$ cat src/rtl/ex_div_sequencer.sv
// ---------------------------------------------------------------------------
// ex_div_sequencer
//
// Multi-cycle RV32M divide/remainder unit that sits beside the ALU in the
// execute stage. It runs a radix-2 restoring division and produces one
// quotient bit per clock. While an operation is in flight it holds the front
// of the pipeline with stall_out. The destination register tag travels with
// the result so the EX/MEM handoff can write it back.
//
// Parameters
//   XLEN   operand/result width
//   CNT_W  iteration counter width (2^CNT_W > XLEN)
//
// Ports
//   clk           clock
//   rst           synchronous, active-high reset
//   valid_in      divide instruction present in EX this cycle
//   div_op        00=DIV, 01=DIVU, 10=REM, 11=REMU
//   rs1_data      dividend
//   rs2_data      divisor
//   rd_in         destination register
//   flush         kill the in-flight operation (branch/jump redirect)
//   stall_out     freeze PC, IF/ID and ID/EX this cycle (combinational)
//   result_valid  one-cycle pulse; result and rd_out valid
//   result        quotient or remainder (registered, holds after DONE)
//   rd_out        destination register of result (registered)
// ---------------------------------------------------------------------------
module ex_div_sequencer #(
    parameter int XLEN  = 32,
    parameter int CNT_W = 6
) (
    input  logic            clk,
    input  logic            rst,
    input  logic            valid_in,
    input  logic [1:0]      div_op,
    input  logic [XLEN-1:0] rs1_data,
    input  logic [XLEN-1:0] rs2_data,
    input  logic [4:0]      rd_in,
    input  logic            flush,
    output logic            stall_out,
    output logic            result_valid,
    output logic [XLEN-1:0] result,
    output logic [4:0]      rd_out
);

    typedef enum logic [1:0] {
        S_IDLE = 2'b00,
        S_CALC = 2'b01,
        S_DONE = 2'b10
    } state_t;

    localparam logic [XLEN-1:0] INT_MIN  = {1'b1, {(XLEN-1){1'b0}}};
    localparam logic [XLEN-1:0] ALL_ONES = {XLEN{1'b1}};

    // XLEN-bit two's complement negation; INT_MIN maps onto itself.
    function automatic logic [XLEN-1:0] neg2c(input logic [XLEN-1:0] v);
        return ~v + XLEN'(1);
    endfunction

    // Magnitude of a signed operand, returned as an unsigned value so that
    // |INT_MIN| = 2^(XLEN-1) is represented exactly.
    function automatic logic [XLEN-1:0] abs_val(input logic signed [XLEN-1:0] v);
        return v[XLEN-1] ? neg2c(v) : v;
    endfunction

    // Sign fix-up applied when the final result is loaded. Quotient is
    // negated only for DIV when operand signs differ; remainder only for
    // REM when the dividend is negative.
    function automatic logic [XLEN-1:0] sign_fix(
        input logic [1:0]      op,
        input logic [XLEN-1:0] q,
        input logic [XLEN-1:0] r,
        input logic            q_neg,
        input logic            r_neg
    );
        logic [XLEN-1:0] res;
        if (op[1]) begin
            res = (r_neg && !op[0]) ? neg2c(r) : r;
        end else begin
            res = (q_neg && !op[0]) ? neg2c(q) : q;
        end
        return res;
    endfunction

    state_t            state_q,        state_d;
    logic [1:0]        op_q,           op_d;
    logic [4:0]        rd_q,           rd_d;
    logic [XLEN-1:0]   quot_q,         quot_d;
    logic [XLEN-1:0]   dvs_q,          dvs_d;
    logic [XLEN:0]     rem_q,          rem_d;
    logic [CNT_W-1:0]  cnt_q,          cnt_d;
    logic              q_neg_q,        q_neg_d;
    logic              r_neg_q,        r_neg_d;
    logic [XLEN-1:0]   result_q,       result_d;
    logic [4:0]        rd_out_q,       rd_out_d;
    logic              result_valid_q, result_valid_d;

    // Operand decode for the accept cycle.
    logic signed [XLEN-1:0] rs1_s;
    logic signed [XLEN-1:0] rs2_s;
    logic                   op_signed;
    logic                   div_by_zero;
    logic                   sgn_overflow;
    logic [XLEN-1:0]        special_res;

    // One restoring-division step.
    logic [XLEN:0]          rem_sh;
    logic signed [XLEN+1:0] trial;
    logic                   trial_ok;
    logic [XLEN:0]          rem_nx;
    logic [XLEN-1:0]        quot_nx;

    always_comb begin
        rs1_s        = $signed(rs1_data);
        rs2_s        = $signed(rs2_data);
        op_signed    = ~div_op[0];
        div_by_zero  = (rs2_data == '0);
        sgn_overflow = op_signed && (rs1_data == INT_MIN) && (rs2_data == ALL_ONES);

        if (div_by_zero) begin
            special_res = div_op[1] ? rs1_data : ALL_ONES;
        end else begin
            special_res = div_op[1] ? '0 : INT_MIN;
        end
    end

    always_comb begin
        rem_sh  = {rem_q[XLEN-1:0], quot_q[XLEN-1]};
        trial   = $signed({1'b0, rem_sh}) - $signed({2'b00, dvs_q});
        // A set top bit of the partial remainder means the shifted value
        // certainly exceeds the divisor, whatever the trial sign says.
        trial_ok = ~trial[XLEN+1] | rem_q[XLEN];
        rem_nx   = trial_ok ? trial[XLEN:0] : rem_sh;
        quot_nx  = {quot_q[XLEN-2:0], trial_ok};
    end

    always_comb begin
        state_d        = state_q;
        op_d           = op_q;
        rd_d           = rd_q;
        quot_d         = quot_q;
        dvs_d          = dvs_q;
        rem_d          = rem_q;
        cnt_d          = cnt_q;
        q_neg_d        = q_neg_q;
        r_neg_d        = r_neg_q;
        result_d       = result_q;
        rd_out_d       = rd_out_q;
        result_valid_d = 1'b0;

        case (state_q)
            S_IDLE: begin
                if (valid_in) begin
                    op_d    = div_op;
                    rd_d    = rd_in;
                    quot_d  = op_signed ? abs_val(rs1_s) : rs1_data;
                    dvs_d   = op_signed ? abs_val(rs2_s) : rs2_data;
                    rem_d   = '0;
                    cnt_d   = CNT_W'(XLEN);
                    q_neg_d = rs1_data[XLEN-1] ^ rs2_data[XLEN-1];
                    r_neg_d = rs1_data[XLEN-1];
                    if (div_by_zero || sgn_overflow) begin
                        // Result is known now; skip the iteration entirely.
                        state_d        = S_DONE;
                        result_d       = special_res;
                        rd_out_d       = rd_in;
                        result_valid_d = 1'b1;
                    end else begin
                        state_d = S_CALC;
                    end
                end
            end

            S_CALC: begin
                rem_d  = rem_nx;
                quot_d = quot_nx;
                cnt_d  = cnt_q - CNT_W'(1);
                if (cnt_q == CNT_W'(1)) begin
                    state_d        = S_DONE;
                    result_d       = sign_fix(op_q, quot_nx, rem_nx[XLEN-1:0],
                                              q_neg_q, r_neg_q);
                    rd_out_d       = rd_q;
                    result_valid_d = 1'b1;
                end
            end

            S_DONE: begin
                state_d = S_IDLE;
            end

            default: begin
                state_d = S_IDLE;
            end
        endcase

        // A redirect kills anything not yet presented; the output registers
        // keep their previous contents.
        if (flush) begin
            state_d        = S_IDLE;
            result_d       = result_q;
            rd_out_d       = rd_out_q;
            result_valid_d = 1'b0;
        end
    end

    always_ff @(posedge clk) begin
        if (rst) begin
            state_q        <= S_IDLE;
            op_q           <= '0;
            rd_q           <= '0;
            quot_q         <= '0;
            dvs_q          <= '0;
            rem_q          <= '0;
            cnt_q          <= '0;
            q_neg_q        <= 1'b0;
            r_neg_q        <= 1'b0;
            result_q       <= '0;
            rd_out_q       <= '0;
            result_valid_q <= 1'b0;
        end else begin
            state_q        <= state_d;
            op_q           <= op_d;
            rd_q           <= rd_d;
            quot_q         <= quot_d;
            dvs_q          <= dvs_d;
            rem_q          <= rem_d;
            cnt_q          <= cnt_d;
            q_neg_q        <= q_neg_d;
            r_neg_q        <= r_neg_d;
            result_q       <= result_d;
            rd_out_q       <= rd_out_d;
            result_valid_q <= result_valid_d;
        end
    end

    // Stall covers the accept cycle and every iteration, but drops at once
    // on a flush so the redirect can proceed in the same cycle.
    assign stall_out = ~rst & ~flush &
                       (((state_q == S_IDLE) & valid_in) | (state_q == S_CALC));

    assign result_valid = result_valid_q;
    assign result       = result_q;
    assign rd_out       = rd_out_q;

endmodule

$ cat config.mk
export PLATFORM = sky130hd
export DESIGN_NAME = ex_div_sequencer
export DESIGN_NICKNAME = d
export VERILOG_FILES = /design/src/rtl/ex_div_sequencer.sv
export SDC_FILE = /design/constraint.sdc
export NUM_CORES = 1
export LEC_CHECK = 0
export CAP_MARGIN = 20
export CORE_MARGIN = 2
export CORE_UTILIZATION = 55
export CTS_BUF_LIST = sky130_fd_sc_hd__clkbuf_4
export DETAILED_ROUTE_END_ITERATION = 10
export MAX_ROUTING_LAYER = met4
export PLACE_DENSITY = 0.78
export SYNTH_ARGS = -nofsm -noshare
export SYNTH_HDL_FRONTEND = slang
export SYNTH_SLANG_ARGS = --single-unit
$ cat constraint.sdc
create_clock -name clk -period 5.4 [get_ports clk]
set_input_delay 0.81 -clock clk [delete_from_list [all_inputs] [get_ports clk]]
set_output_delay 0.81 -clock clk [all_outputs]
set_load 0.005 [all_outputs]
==> results of run 1 <==
kinds of logic after synthesis:
kind of cell | share of synthesized area
adders and majority gates | 0.0421
xor gates and xnor gates | 0.0964
buffers and inverters | 0.0574
and+or+nand+nor | 0.232
DFF | 0.252
muxes | 0.0175
AOI/OAI and AO/OA | 0.302
state kept, by name (all words and copies together), names as in the netlist:
| signal | flops |
|---|---|
| cnt_q | 6 |
| dvs_q | 32 |
| op_q | 2 |
| q_neg_q | 1 |
| quot_q | 32 |
| r_neg_q | 1 |
| rd_out | 5 |
| rd_q | 5 |
| rem_q | 33 |
| result | 32 |
| result_valid | 1 |
| state_q | 2 |
worst max-delay path by stage:
stage | start | endpoint | slack (ps) | cells past startpoint
6_report | dvs_q[20]$_SDFFE_PP0P_ | result[28]$_SDFFE_PP0P_ | 460 | 19
5_1_grt | dvs_q[14]$_SDFFE_PP0P_ | result[28]$_SDFFE_PP0P_ | 30 | 19
4_1_cts | dvs_q[14]$_SDFFE_PP0P_ | result[28]$_SDFFE_PP0P_ | 490 | 19
3_5_place_dp | rem_q[13]$_SDFFE_PP0P_ | result[28]$_SDFFE_PP0P_ | 520 | 18
3_3_place_gp | rem_q[13]$_SDFFE_PP0P_ | result[28]$_SDFFE_PP0P_ | 690 | 18
2_1_floorplan | dvs_q[23]$_SDFFE_PP0P_ | result[20]$_SDFFE_PP0P_ | 730 | 23
tightest hold or removal path, stage by stage, from the launching register on:
cell,delay (ps)
dfxtp_1,340
nand2_1,50
a21oi_1,50
layout make-up:
cell class | instances | area share
diodes | 1 | 0.000184
clock buffers | 17 | 0.00940
clock inverters | 15 | 0.0121
inverters | 62 | 0.0171
multi-input cells | 1347 | 0.615
flip-flops and latches | 152 | 0.224
well taps | 280 | 0.0258
repair buffers | 136 | 0.0968
metal layers:
metal  share of wire  wire [microns]
met2            0.45           18600
met1            0.43           17600
met4           0.029            1200
met5               0               0
met3           0.089            3640
through the flow:
step / hold WS (ps) / cell area [sq um] / worst slack (ps) / std cells / utilization
floorplan: 432 / 12100 / 732 / 1677 / -
global placement: 440 / 13300 / 691 / 1977 / 0.612
detailed placement: 446 / 13300 / 521 / 1977 / 0.612
CTS: 470 / 13600 / 486 / 2009 / 0.626
global route: 486 / 13600 / 33.5 / 2010 / 0.626
finish: 467 / 13600 / 456 / 2010 / 0.626
timing repair:
item,4_1_cts,5_1_grt
buffers inserted,0,0
setup endpoints to repair,0,3
resized for setup,0,1
Yosys cell counts (15+ instances only):
master	count	area, sq um
and3_1	19	119
inv_1	61	229
clkbuf_1	89	334
o31ai_1	15	113
ha_1	39	488
o21ai_0	79	395
nor3_1	49	245
a31oi_1	52	325
o211ai_1	29	218
a211oi_1	39	293
a21o_1	17	128
xor2_1	61	534
nand3_1	22	110
nand2_1	167	627
nor2_1	215	807
a21oi_1	165	826
nand4_1	20	125
xnor2_1	68	596
dfxtp_1	152	3040
nor4_1	29	181
a22oi_1	30	225
mux2i_1	20	200
a311oi_1	22	193
power by group:
group / internal (mW) / leakage, nW / total (mW) / switching (mW)
clock: 0.248 / 0.158 / 0.769 / 0.521
sequential: 1.18 / 1.24 / 1.23 / 0.0535
combinational: 0.307 / 3.58 / 0.818 / 0.511
total: 1.73 / 4.98 / 2.82 / 1.08
==> run metrics, run 1 <==
antenna-violating nets left 0; Max Clk Rate 202 MHz; hold depth 2; Top delay family on crit path compound AO/OA/AOI/OAI gates; die width 152 microns; Final min period 4940 ps; most frequent cells in the layout 213 x nor2_1, 167 x nand2_1, 165 x a21oi_1; residual DRC count 0; R2R setup slack 460 ps; area growth from synthesis to layout 12.7%; Worst Clk Skew 37.3 ps; Worst Path Buf+Inv 2; DRT iter0 DRCs 1342; share of post-route cells with drive strength above 1 0.0544; number of distinct library cells after synthesis 88; ys async rst share 0; average size of a mapped cell 7.19 sq um; Crit path required time 5880 ps; die height 152 microns; Setup-failing EPs final 0; GR Layer Usage met2 0.548; fillers 2007; final slew viol count 0; CP arrival 5420 ps; H-tree depth 4; Crit Reg-Reg Startpoint dvs_q[20]$_SDFFE_PP0P_; Hold Crit Start rd_q[3]$_SDFFE_PP0P_; VDD IR max 129 uV; peak per-stage delay on the critical path 440 ps; type of the worst min-delay path reg2reg; die area 23100 sq um; Num CTS Buffers 17; post-synthesis register bit count 152; Port Buffers 113; Starting Density 0.556; most common cell after layout, fill and taps aside nor2_1; grt met1 use 0.475; PwrDens 208 nW/um^2; Leakage 4.98 nW; post-synthesis sequential area ratio 0.252; CTS Buffer Depth 2; setup_tns 0 ps; # hold bufs at CTS 0; most crowded layer after global routing met2; vias in the first global route 11800; final WL 41.0 mm; first-pass GRT wire length 64.3 mm; Total Routing Usage GR 0.354; total power 2.82 mW; core area 21700 sq um; Syn Std Cell Area 12100 sq um; fin crit share 0.916; yosys warns 0; CTS Sinks 152; Crit Reg-Reg Endpoint result[28]$_SDFFE_PP0P_; Gate Count Post-Synth 1677; placement row count 54; CP Cell Sequence inv_1 -> ha_1 -> a21oi_1 -> o21ai_1 -> a211oi_2 -> o311a_2 -> nand2_2 -> buf_4 -> o21ai_0 -> ha_1 -> nand2_1 -> or4_1 -> nor4b_1 -> a32oi_1 -> or3_1 -> nor2_1 -> o41ai_1 -> a41oi_1 -> a21oi_1; Worst setup SP type register; number of flops mapped to enable cells by yosys 0; storage element area 3040 sq um; Crit Path Class reg2reg; wire length per cell 20.4 microns; Worst Tran Pin Value 1020 ps; CTS clk-pin slew, worst paths 170 ps; largest net degree at the start of global routing 90; initial antenna violation count 1; syn_nets 1792; Max Cap Viol 0; gr ovfl total 0; worst-skew pair later-pin latency 620 ps; top_reg_cell synth dfxtp_1; dpl hpwl 30.7 mm; Hold Path Sink rd_q[3]$_SDFFE_PP0P_; routability cong. 0.951; status finished clean; Worst Reg-to-Reg Cells 19; crit-path max FO 16; # nets final 1831; grt met3 use 0.0508; RSZ-0062 raised after global routing no; Worst setup EP type register; CTS root buf clkbuf_4; area of the multi-input gates 8340 sq um; Vias 13100; number of top-level pins 114; Slew HR 0.321; via/cell ratio 6.51; first drt pass iteration count 6; Hold Vio Cnt, Final 0; CTS tree built; crit path max-delay cell type or4_1
(Power assumes the default switching activity.)
==> inputs of run 2 (changes only) <==
- MAX_ROUTING_LAYER: met4 -> unset
==> run 2 against run 1 <==
Clock power is 0.9% lower. Sequential share of layout area hardly changed. Non-clock buffer count stayed put. Clock skew is 12 ps lower. Sequential cell count stayed put. Sequential power hardly changed. Die area stayed put. Combinational power is 0.5% lower. Worst setup slack worse by 77 ps. Cell count stayed put.
==> run metrics, run 2 (synthesis results as in run 1) <==
status finished clean; CTS Buffer Depth 2 (unchanged); Switching Power 1.07 mW (-1.2%); Hold Path Sink dvs_q[0]$_SDFFE_PP0P_; largest net degree at the start of global routing 84 (-6.7%); initial antenna violation count 1 (unchanged); Port Buffers 113 (unchanged); R2R setup slack 380 ps (-80 ps); most frequent cells in the layout 213 x nor2_1, 167 x nand2_1, 165 x a21oi_1; Worst Reg-to-Reg Cells 19 (unchanged); CTS clk-pin slew, worst paths 160 ps (about the same); Final min period 5020 ps (+76.9 ps); CP arrival 5450 ps (+30 ps); final WL 40.1 mm (-2.2%); first-pass GRT wire length 63.7 mm (-0.92%); Sequential Power Share 0.439 (+0.002); core area 21700 sq um (unchanged); CP startpoint dvs_q[14]$_SDFFE_PP0P_; non-filler instance count after layout 2010 (unchanged); VDD IR max 132 uV (+2.7%); Crit path required time 5820 ps (-60 ps); placement row count 54 (unchanged); H-tree depth 4 (unchanged); # nets final 1831 (unchanged); residual DRC count 0 (unchanged); Setup-failing EPs final 0 (unchanged); # hold bufs at CTS 0 (unchanged); Max Cap Viol 0 (unchanged); antenna-violating nets left 0 (unchanged); fin crit share 0.930 (+0.0142); Hold Vio Cnt, Final 0 (unchanged); Max Clk Rate 199 MHz (-1.5%); power share of the clock group 0.271 (-0.002); hold depth 2 (unchanged); final worst slack 379 ps (-76.9 ps); Slew HR 0.342 (+0.0210); RSZ-0062 raised after global routing no; total power 2.81 mW (-0.42%); CTS root buf clkbuf_4; crit-path max FO 16 (unchanged); number of top-level pins 114 (unchanged); final core occ 0.626 (about the same); PwrDens 207 nW/um^2 (-0.39%); final slew viol count 0 (unchanged); setup_tns 0 ps (unchanged); type of the worst min-delay path reg2reg; Num CTS Buffers 17 (unchanged); Vias 13100 (+0.38%); CTS Sinks 152 (unchanged); Worst setup EP type register; Worst Clk Skew 25.5 ps (-11.9 ps); DRT iter0 DRCs 1468 (+9.4%); Internal 1.74 mW (about the same); area growth from synthesis to layout 12.6% (about the same); share of post-route cells with drive strength above 1 0.0549 (+0.000578); Crit Path Class reg2reg; Starting Density 0.556 (unchanged); most common cell after layout, fill and taps aside nor2_1; die height 152 microns (unchanged); Total Routing Usage GR 0.336 (-0.0174); combinational share of power 0.290 (about the same); Worst setup SP type register; wire length per cell 20.0 microns (-2.2%); DP Worst Slack 568 ps (+46.6 ps); worst-skew pair later-pin latency 590 ps (-30 ps); dpl cells 1977 (unchanged); Crit Reg-Reg Startpoint dvs_q[14]$_SDFFE_PP0P_; routability cong. 0.985 (+3.6%); Biggest register rem_q; Worst Tran Pin Value 987 ps (-29.9 ps); via/cell ratio 6.54 (+0.38%); die width 152 microns (unchanged); die area 23100 sq um (unchanged); gr ovfl total 0 (unchanged); Hold Crit Start dvs_q[0]$_SDFFE_PP0P_; dpl hpwl 29.8 mm (-2.8%); Largest register FFs 33 (unchanged); CTS tree built; Crit Reg-Reg Endpoint result[28]$_SDFFE_PP0P_; switch share 0.382 (-0.00307); number of setup buffers added after CTS 0 (unchanged); vias in the first global route 11900 (+0.88%); first drt pass iteration count 6 (unchanged); Leakage 4.97 nW (about the same)
[run 2: stage by stage]
stage | cell area (sq um) | hold slack [ps]
after detailed placement | 13300 | 448
final | 13600 | 469
after CTS | 13600 | 470
after global placement | 13300 | 441
after floorplan | 12100 | 432
after global routing | 13600 | 496
[run 2: routing by layer]
metal  vias to the layer above  part of all wire  GRT usage
li1                       6228                 -          -
met1                      6148              0.42      0.458
met2                       659              0.46      0.538
met3                       102             0.092     0.0576
met4                         0             0.031      0.120
met5                         -                 0          0
[run 2: how the worst max path moves through the flow]
stage	endpoint	slack, ps	cells after the start
after floorplan	result[20]$_SDFFE_PP0P_	730	23
after global placement	result[20]$_SDFFE_PP0P_	700	19
after detailed placement	result[20]$_SDFFE_PP0P_	570	19
after CTS	result[28]$_SDFFE_PP0P_	450	19
after global routing	result[28]$_SDFFE_PP0P_	50	19
final	result[28]$_SDFFE_PP0P_	380	19
[run 2: timing repair]
| item | 4_1_cts | 5_1_grt |
|---|---|---|
| hold endpoints to repair | 0 | 0 |
| setup endpoints to repair | 0 | 3 |
| resized for setup | 0 | 1 |
[run 2: power groups by stage]
stage / Sequential (mW) / Clock, mW / Combinational, mW
after floorplan: 1.24 / 0 / 0.539
after global placement: 1.25 / 0 / 0.783
after detailed placement: 1.25 / 0 / 0.790
after CTS: 1.23 / 0.764 / 0.794
after global routing: 1.24 / 0.812 / 0.886
final: 1.23 / 0.762 / 0.814
[run 2: worst max-delay path: stages (launching register included)]
cell and delay [ps]:
dfxtp_1 360, inv_1 50, ha_1 370, a21oi_1 300
o21ai_1 250, o2111ai_1 380, a31o_1 250, nand2_2 110
buf_4 210, o21ai_0 230, ha_1 310, nand2_1 60
or4_1 460, nor4b_2 300, a32oi_1 170, or3_1 370
nor2_1 300, o41ai_1 110, a41oi_1 200, a21oi_1 90
[run 2: layout make-up]
type                       instances  area [sq um]
antenna                            1          2.50
timing repair buffer             136          1310
clock inverter                    15           158
fill                            2056          8110
inverter                          62           233
multi-input combinational       1347          8350
tap                              280           350
sequential                       152          3040
clock buffer                      17           128
